[config.mk]
export PLATFORM = sky130hd
export DESIGN_NAME = dsp_dpram_rd
export DESIGN_NICKNAME = d
export VERILOG_FILES = /design/src/rtl/dsp_dpram_rd_pkg.sv /design/src/rtl/dsp_dpram_rd_sum_chk.sv /design/src/rtl/dsp_dpram_rd.sv
export SDC_FILE = /design/constraint.sdc
export NUM_CORES = 1
export LEC_CHECK = 0
export CORE_MARGIN = 8
export CORE_UTILIZATION = 58
export CTS_BUF_LIST = sky130_fd_sc_hd__clkbuf_4 sky130_fd_sc_hd__clkbuf_8 sky130_fd_sc_hd__clkbuf_16
export DETAILED_ROUTE_END_ITERATION = 10
export PLACE_DENSITY = 0.91
export SLEW_MARGIN = 40
export SYNTH_ARGS = -nofsm -noshare
export SYNTH_HDL_FRONTEND = slang
export SYNTH_SLANG_ARGS = --single-unit
[constraint.sdc]
create_clock -name clk_100M -period 9.43 [get_ports clk_100M]
set_clock_uncertainty 0.05 [all_clocks]
set_input_delay 0.943 -clock clk_100M [delete_from_list [all_inputs] [get_ports clk_100M]]
set_output_delay 0.943 -clock clk_100M [all_outputs]
set_load 0.02 [all_outputs]
[src/rtl/dsp_dpram_rd_pkg.sv]
// Shared types and defaults for the DSP-to-FPGA DPRAM reader.
package dsp_dpram_rd_pkg;

  typedef enum logic [1:0] {REG_HDR, REG_PHA, REG_PHB, REG_PHC} region_e;
  typedef enum logic [1:0] {ST_IDLE, ST_RD, ST_DRAIN, ST_COMMIT} state_e;

  localparam logic [9:0] DEF_BASE_ADDR = 10'h200;
  localparam int DEF_NUM_HDR = 8;
  localparam int DEF_NUM_PH  = 32;
  localparam int DEF_OVR_W   = 8;

  // In-region word index; the TX address only carries 5 index bits.
  localparam int IDX_W = 5;

  localparam int HDR_CTRL  = 0;
  localparam int HDR_RENEW = 1;
  localparam int HDR_MODE  = 2;

endpackage

[src/rtl/dsp_dpram_rd_sum_chk.sv]
// Running 16-bit region checksum; last word of a region must equal ~sum.
module dsp_dpram_rd_sum_chk (
  input  logic        clk_i,
  input  logic        rst_n_i,
  input  logic        en_i,
  input  logic        first_i,
  input  logic        last_i,
  input  logic [15:0] data_i,
  output logic        err_o
);

  logic [15:0] sum_q, acc;

  assign acc   = first_i ? 16'h0000 : sum_q;
  assign err_o = en_i & last_i & (data_i != ~acc);

  always_ff @(posedge clk_i or negedge rst_n_i) begin
    if (!rst_n_i)              sum_q <= '0;
    else if (en_i && !last_i)  sum_q <= acc + data_i;
  end

endmodule

[src/rtl/dsp_dpram_rd.sv]
// Streams the DSP block out of DPRAM, checks per-region sums, latches the
// header and fills the inactive per-phase TX bank, swapping only good phases.
module dsp_dpram_rd
  import dsp_dpram_rd_pkg::*;
#(
  parameter logic [9:0] BASE_ADDR = DEF_BASE_ADDR,
  parameter int         NUM_HDR   = DEF_NUM_HDR,
  parameter int         NUM_PH    = DEF_NUM_PH,
  parameter int         OVR_W     = DEF_OVR_W
) (
  input  logic             clk_100M,
  input  logic             reset_n,
  input  logic             XWR_DONE,
  output logic [9:0]       o_dp_addr,
  input  logic [15:0]      i_dp_data,
  output logic [2:0]       o_tx_wea,
  output logic [9:0]       o_tx_addr,
  output logic [15:0]      o_tx_data,
  output logic [2:0]       tx_bank,
  output logic [15:0]      ctrl_word,
  output logic [15:0]      renewal_cnt,
  output logic [15:0]      mode_word,
  output logic             cmd_done,
  output logic             cmd_stale,
  output logic [3:0]       sum_err,
  output logic [OVR_W-1:0] ovr_cnt,
  output logic [OVR_W-1:0] err_cnt,
  output logic             rd_busy
);

  localparam int N  = NUM_HDR + 3 * NUM_PH;
  localparam int KW = $clog2(N);
  localparam logic [IDX_W-1:0] HDR_LAST = IDX_W'(NUM_HDR - 1);
  localparam logic [IDX_W-1:0] PH_LAST  = IDX_W'(NUM_PH - 1);

  logic [2:0]       sync_q;
  logic             edge_w, start;
  state_e           state_q, state_d;
  logic [KW-1:0]    k_q, k_d;
  region_e          areg_q, areg_d, creg_q;
  logic [IDX_W-1:0] aidx_q, aidx_d, cidx_q, tidx;
  logic [1:0]       vld_pipe_q;
  logic             cap_last, ph_data, chk_err, bank_sel;
  logic [3:0]       err_stg_q, bank_ext, wr_oh;
  logic [15:0]      stg_ctrl_q, stg_ren_q, stg_mode_q;

  logic [9:0]       dp_addr_q, tx_addr_q;
  logic [2:0]       tx_wea_q, tx_bank_q;
  logic [15:0]      tx_data_q, ctrl_q, ren_q, mode_q;
  logic             done_q, stale_q, busy_q;
  logic [3:0]       sum_err_q;
  logic [OVR_W-1:0] ovr_q, err_q;

  assign edge_w = sync_q[1] & ~sync_q[2];

  always_comb begin
    state_d = state_q;
    k_d     = k_q;
    areg_d  = areg_q;
    aidx_d  = aidx_q;
    start   = 1'b0;
    case (state_q)
      ST_IDLE: if (edge_w) begin
        state_d = ST_RD;
        k_d     = '0;
        areg_d  = REG_HDR;
        aidx_d  = '0;
        start   = 1'b1;
      end
      ST_RD: begin
        if (k_q == KW'(N - 1)) state_d = ST_DRAIN;
        else begin
          k_d = k_q + KW'(1);
          if (aidx_q == ((areg_q == REG_HDR) ? HDR_LAST : PH_LAST)) begin
            aidx_d = '0;
            areg_d = region_e'(areg_q + 2'd1);
          end else begin
            aidx_d = aidx_q + IDX_W'(1);
          end
        end
      end
      ST_DRAIN: state_d = ST_COMMIT;
      default:  state_d = ST_IDLE;
    endcase
  end

  // Capture stage: vld_pipe_q[1] marks i_dp_data belonging to creg_q/cidx_q.
  assign cap_last = cidx_q == ((creg_q == REG_HDR) ? HDR_LAST : PH_LAST);
  assign ph_data  = vld_pipe_q[1] && (creg_q != REG_HDR) && !cap_last;
  assign bank_ext = {tx_bank_q, 1'b0};
  assign bank_sel = bank_ext[creg_q];
  assign wr_oh    = 4'b0001 << creg_q;
  assign tidx     = cidx_q + IDX_W'(1);

  dsp_dpram_rd_sum_chk u_chk (
    .clk_i   (clk_100M),
    .rst_n_i (reset_n),
    .en_i    (vld_pipe_q[1]),
    .first_i (cidx_q == '0),
    .last_i  (cap_last),
    .data_i  (i_dp_data),
    .err_o   (chk_err)
  );

  always_ff @(posedge clk_100M or negedge reset_n) begin
    if (!reset_n) begin
      sync_q     <= '0;
      state_q    <= ST_IDLE;
      k_q        <= '0;
      areg_q     <= REG_HDR;
      aidx_q     <= '0;
      creg_q     <= REG_HDR;
      cidx_q     <= '0;
      vld_pipe_q <= '0;
      err_stg_q  <= '0;
      stg_ctrl_q <= '0;
      stg_ren_q  <= '0;
      stg_mode_q <= '0;
      dp_addr_q  <= '0;
      tx_wea_q   <= '0;
      tx_addr_q  <= '0;
      tx_data_q  <= '0;
      tx_bank_q  <= '0;
      ctrl_q     <= '0;
      ren_q      <= '0;
      mode_q     <= '0;
      done_q     <= 1'b0;
      stale_q    <= 1'b0;
      busy_q     <= 1'b0;
      sum_err_q  <= '0;
      ovr_q      <= '0;
      err_q      <= '0;
    end else begin
      sync_q     <= {sync_q[1:0], XWR_DONE};
      state_q    <= state_d;
      k_q        <= k_d;
      areg_q     <= areg_d;
      aidx_q     <= aidx_d;
      creg_q     <= areg_q;
      cidx_q     <= aidx_q;
      vld_pipe_q <= {vld_pipe_q[0], state_d == ST_RD};
      done_q     <= state_d == ST_COMMIT;
      busy_q     <= state_d != ST_IDLE;
      if (state_d == ST_RD) dp_addr_q <= BASE_ADDR + 10'(k_d);

      if (edge_w && state_q != ST_IDLE && ovr_q != '1) ovr_q <= ovr_q + OVR_W'(1);

      if (start)        err_stg_q <= '0;
      else if (chk_err) err_stg_q <= err_stg_q | wr_oh;

      if (vld_pipe_q[1] && creg_q == REG_HDR) begin
        if (cidx_q == IDX_W'(HDR_CTRL))  stg_ctrl_q <= i_dp_data;
        if (cidx_q == IDX_W'(HDR_RENEW)) stg_ren_q  <= i_dp_data;
        if (cidx_q == IDX_W'(HDR_MODE))  stg_mode_q <= i_dp_data;
      end

      // Phase data always lands in the inactive bank; idx 0 stays reserved.
      tx_wea_q <= ph_data ? wr_oh[3:1] : 3'b000;
      if (ph_data) begin
        tx_addr_q <= {~bank_sel, 4'b0000, tidx};
        tx_data_q <= i_dp_data;
      end

      if (state_q == ST_COMMIT) begin
        sum_err_q <= err_stg_q;
        tx_bank_q <= tx_bank_q ^ ~err_stg_q[3:1];
        if (!err_stg_q[0]) begin
          ctrl_q  <= stg_ctrl_q;
          ren_q   <= stg_ren_q;
          mode_q  <= stg_mode_q;
          stale_q <= stg_ren_q == ren_q;
        end
        if (err_stg_q != '0 && err_q != '1) err_q <= err_q + OVR_W'(1);
      end
    end
  end

  assign o_dp_addr   = dp_addr_q;
  assign o_tx_wea    = tx_wea_q;
  assign o_tx_addr   = tx_addr_q;
  assign o_tx_data   = tx_data_q;
  assign tx_bank     = tx_bank_q;
  assign ctrl_word   = ctrl_q;
  assign renewal_cnt = ren_q;
  assign mode_word   = mode_q;
  assign cmd_done    = done_q;
  assign cmd_stale   = stale_q;
  assign sum_err     = sum_err_q;
  assign ovr_cnt     = ovr_q;
  assign err_cnt     = err_q;
  assign rd_busy     = busy_q;

endmodule

# Word-level counts from Yosys, hierarchy flattened
# Index checks and enable logic that the tools add are counted.
[op_classes]
eq_ne = 17
n_lt_le_gt_ge = 1
n_bitwise = 10
shifts = 1
n_mux = 24
n_reduce_logical = 25
n_addsub = 8
[ops]
columns = ["operator", "count"]
rows = [
  ["5-bit two-way mux", 5],
  ["16-bit adder", 1],
  ["8-bit by 1-bit adder with 8-bit output, second input constant", 2],
  ["16-bit equality test", 1],
  ["16-bit two-way mux", 1],
  ["16-bit != test", 1],
  ["8-bit != test, second input constant", 2],
  ["16-bit inverter", 1],
  ["7-bit two-way mux", 2],
  ["7-bit one-hot mux with 2 select lines", 1],
  ["10-bit by 7-bit adder with 10-bit output, first input constant", 1],
  ["5-bit by 1-bit adder with 5-bit output, second input constant", 2],
  ["5-bit equality test", 2],
  ["2-bit two-way mux", 5],
  ["5-bit one-hot mux with 2 select lines", 1],
  ["2-bit AND reduction", 5],
  ["2-bit nonzero test", 5],
  ["4-bit two-way mux", 2],
  ["7-bit by 1-bit adder with 7-bit output, second input constant", 1],
  ["7-bit equality test, second input constant", 1],
  ["1-bit logical AND", 7],
  ["2-bit equality test, second input constant", 3],
  ["2-bit logical NOT", 3],
  ["2-bit != test, second input constant", 3],
  ["21 further kinds", 28],
]
[word_totals]
output_inout_bits = 113
regBits = 205
input_bits = 19
elab_cells = 113

# Depth between registers and ports, before layout
[logic_depth]
ltp_word = 7
ltp_mapped = 12
ltp_nobuf = 11

# Cells and area by module
# From an unflattened synthesis, not the netlist that was laid out.
[unflattened]
cells_unflattened = 736
area_unflattened_um2 = 9193.8
[modules_own_cells]
columns = ["module", "seq_area_each_um2", "area_each_um2", "instances", "cells_each"]
rows = [
  ["dsp_dpram_rd", 4679.5, 7678.6, 1, 550],
  ["dsp_dpram_rd_sum_chk", 400.4, 1515.2, 1, 186],
]

# Worst setup path after synthesis
# OpenSTA, ideal clock, no wires.
[synth_path]
path_type = "register -> register"
from = "register cidx_q[0]"
to = "register u_chk.sum_q[12]"
arrival_time_ns = 3.288
period_less_slack_ns = 3.462
path_stages_with_launch = 13
required_ns = 9.256
setup_ns = 0.124
path_slack_ns = 5.968
n_path_buf = 1
path_cell_list = "dfrtp_1 > inv_1 > ha_1 > nor4b_2 > clkbuf_1 > nor2b_1 > ha_1 > fa_1 > a211oi_1 > o21ai_0 > a2111oi_2 > mux2i_1 > a211o_1"
[synth_via]
elab_chain_len = 3
word_cells_on_any_way = 6
cone_classes = "add/sub (1); eq/ne (1); mux (1); reduce/logical (3)"
[synth_lines]
columns = ["element", "line_no", "text"]
rows = [
  ["start: declaration", "dsp_dpram_rd.sv:41", "logic [IDX_W-1:0] aidx_q, aidx_d, cidx_q, tidx;"],
  ["start signal: assignment", "dsp_dpram_rd.sv:140", "cidx_q <= aidx_q;"],
  ["5-bit logical NOT / 5-bit equality test (equally long branches)", "dsp_dpram_rd.sv:99, dsp_dpram_rd.sv:88", ""],
  ["16-bit two-way mux / 1-bit logical NOT (equally long branches)", "dsp_dpram_rd_sum_chk.sv:14, dsp_dpram_rd_sum_chk.sv:19", ""],
  ["16-bit adder / 1-bit logical AND (equally long branches)", "dsp_dpram_rd_sum_chk.sv:19", "else if (en_i && !last_i) sum_q <= acc + data_i;"],
  ["end signal: assignment", "dsp_dpram_rd_sum_chk.sv:19", ""],
  ["end: declaration", "dsp_dpram_rd_sum_chk.sv:12", "logic [15:0] sum_q, acc;"],
]
# Parallel ways exist; a longest one is shown, timed or not.
# A chain may end at the register's enable or synchronous reset.

# Worst setup path after layout
# Same ends and word-level chain as after synthesis.

==> reports/qor.txt <==
sum of negative setup slack - 0 ns
number of max-cap violations - 0
Min-Delay Endpoint - sync_q[1]
number of CTS-inserted buffers - 21
max-slew violations - 0
Hold Fails Final Rpt - 0
Synth Area per Inst - 12.5 um2
Critical Path AT - 3.87 ns
sequential area share after synthesis - 0.557
pre-CTS setup slack - 5.73 ns
Post-synth EDFFs - 0
dpl hpwl - 13.6 mm
cts hold-fix bufs - 0
Synth cell types - 63
DR vias - 6137
most frequent cells in the layout - dfrtp_1, clkdlybuf4s50_1, mux2_2
power per cell area - 308 nW/um2
Pleak - 5.16 nW
Worst-path clk slew - 0.06 ns
hold_sp - sync_q[0]
most used flip-flop cell after synthesis - dfrtp_1
Setup-failing EPs final - 0
placer congestion estimate - 0.875
Reg2Reg Depth - 12
# Post-CTS Setup Buffers - 0
GRT Util Overall - 0.204
synthesized area - 9120 um2
grt total ovfl - 0
CP startpoint kind - register
leading cell type in the layout, fill and taps excluded - dfrtp_1
Clk Latency, worst-skew pair - 0.50 ns
IO Pins - 132
Site Rows - 46
Worst-Margin Slew - 0.748 ns
Yosys reg bits - 203
1st-iter DRT viols - 268
vias in the first global route - 6513
Die ar. - 20000 um2
final hold slack - 0.298 ns
worst r2r src - cidx_q[0]
first-pass GRT wire length - 33.2 mm
root buf cell - clkbuf_16
CTS tree - yes
RR Endpoint - u_chk.sum_q[12]
final WL - 20.5 mm
synth warn - 0
fin crit share - 0.376
slew margin rel. - 0.496
DR vias/cell - 5.67
die width - 141 um
Wirelength per Cell - 18.9 um
final net count - 895
area grow syn2layout - 22.5%
minimum clock period - 3.55 ns
layout cells sized above 1 - 0.209
FMAX - 282 MHz
setup slack after layout - 5.88 ns
VDD IR max - 0.211 mV
IO buf count - 125
hold crit path type - register to register
RSZ-0062 raised after global routing - no
drt drc - 0
Hold Crit Depth - 0
antenna viol nets, final - 0
Sink Count - 203
Critical Path Sink Type - register
total power - 3.45 mW
core area - 15600 um2
DRT Pass-1 Iters - 4
Initial Utilization - 0.585
die height - 141 um
initial antenna violation count - 0
status - finished, final reports clean
Synth Instances - 728
H-tree depth - 1
critical path type - register to register
R2R setup slack - 5.88 ns
asr flop ratio synth - 1.00
worst path required time - 9.75 ns
largest net degree at the start of global routing - 115
post-CTS sizing - 0
Antenna diodes - 0
CP Max Fanout - 17
Clock Path Buffers - 3
-- through the flow --
stage | std cells | cell area (um2) | util
6_report | 1082 | 11200 | 0.716
3_3_place_gp | 1044 | 10500 | 0.672
3_5_place_dp | 1044 | 10500 | 0.673
2_1_floorplan | 733 | 9140 | -
5_1_grt | 1082 | 11200 | 0.716
4_1_cts | 1082 | 11200 | 0.716
-- sequential cells by signal (all words and copies together), names as in the netlist, 4 cells and up --
name,count
sum_err,4
k_q,7
stg_mode_q,16
renewal_cnt,16
mode_word,16
stg_ctrl_q,16
o_dp_addr,8
cidx_q,5
err_cnt,8
err_stg_q,4
ctrl_word,16
stg_ren_q,16
o_tx_addr,6
u_chk.sum_q,16
ovr_cnt,8
o_tx_data,16
aidx_q,5
-- where the power goes --
part / total [mW] / switching [mW] / internal, mW
logic: 1.28 / 0.656 / 0.620
registers: 1.38 / 0.224 / 1.16
clock network: 0.790 / 0.327 / 0.463
total: 3.45 / 1.21 / 2.24
-- logic make-up (layout without fill, tap and decap cells) --
| kind of cell | Yosys count | after routing | share of synthesized area |
|---|---|---|---|
| xor gates and xnor gates | 45 | 45 | 0.0432 |
| muxes | 125 | 125 | 0.158 |
| DFF | 203 | 203 | 0.557 |
| buffers and inverters | 50 | 183 | 0.0302 |
| adders and majority gates | 25 | 25 | 0.0351 |
| other | 1 | 6 | 0.000411 |
| AOI/OAI and AO/OA | 113 | 113 | 0.0827 |
| and+or+nand+nor | 166 | 166 | 0.0928 |
-- metal layers --
metal	track usage	part of all wire
met1	0.249	0.41
met2	0.364	0.52
met3	0.0383	0.057
met4	0.0565	0.013
met5	0	0
-- final cells by class --
type | instances | area [um2]
Clock buffer | 31 | 626
Clock inverter | 7 | 47.5
Fill cell | 1055 | 4420
Inverter | 16 | 60.1
Multi-Input combinational cell | 480 | 3790
Sequential cell | 203 | 5080
Tap cell | 216 | 270
Timing Repair Buffer | 129 | 1300
-- worst max-delay path by stage --
stage	start	end	slack, ns	depth (start not counted)
2_1_floorplan	cidx_q[0]	u_chk.sum_q[12]	5.97	12
3_3_place_gp	i_dp_data[0]	u_chk.sum_q[12]	5.80	8
3_5_place_dp	i_dp_data[0]	u_chk.sum_q[12]	5.73	8
4_1_cts	cidx_q[0]	u_chk.sum_q[12]	5.91	12
5_1_grt	cidx_q[0]	u_chk.sum_q[12]	5.61	12
6_report	cidx_q[0]	u_chk.sum_q[12]	5.88	12
-- synth_stat cells (3+ instances only) --
cell type / n / area (um2)
a211oi_1: 4 / 30.0
buf_2: 3 / 15.0
buf_6: 4 / 45.0
clkbuf_1: 11 / 41.3
a41oi_1: 4 / 35.0
xnor2_1: 12 / 105
nand4_1: 8 / 50.1
inv_1: 16 / 60.1
buf_4: 10 / 75.1
ha_1: 24 / 300
nand2_2: 3 / 18.8
a21oi_1: 18 / 90.1
o21ai_0: 37 / 185
nor3_1: 10 / 50.1
nor4_1: 9 / 56.3
nor2_1: 31 / 116
a31oi_1: 5 / 31.3
nor2b_1: 19 / 119
mux2_2: 111 / 1250
and3_1: 7 / 43.8
o31ai_1: 4 / 30.0
mux2_4: 11 / 165
nand3_1: 17 / 85.1
a21o_1: 13 / 97.6
a31o_2: 3 / 26.3
nand2_1: 47 / 176
xor2_1: 33 / 289
dfrtp_1: 203 / 5080
mux2i_1: 3 / 30.0
buf_1: 5 / 18.8
-- critical path, cell delays in order (launching register included) --
cell and delay (ns):
dfrtp_1 0.42, inv_1 0.10, ha_1 0.19, nor4b_2 0.22
buf_4 0.28, nor2b_1 0.09, ha_1 0.24, fa_1 0.44
a211oi_1 0.23, o21ai_0 0.31, a2111oi_2 0.45, mux2i_1 0.12
a211o_1 0.28
Note: power is estimated with default switching activity, not from simulation.
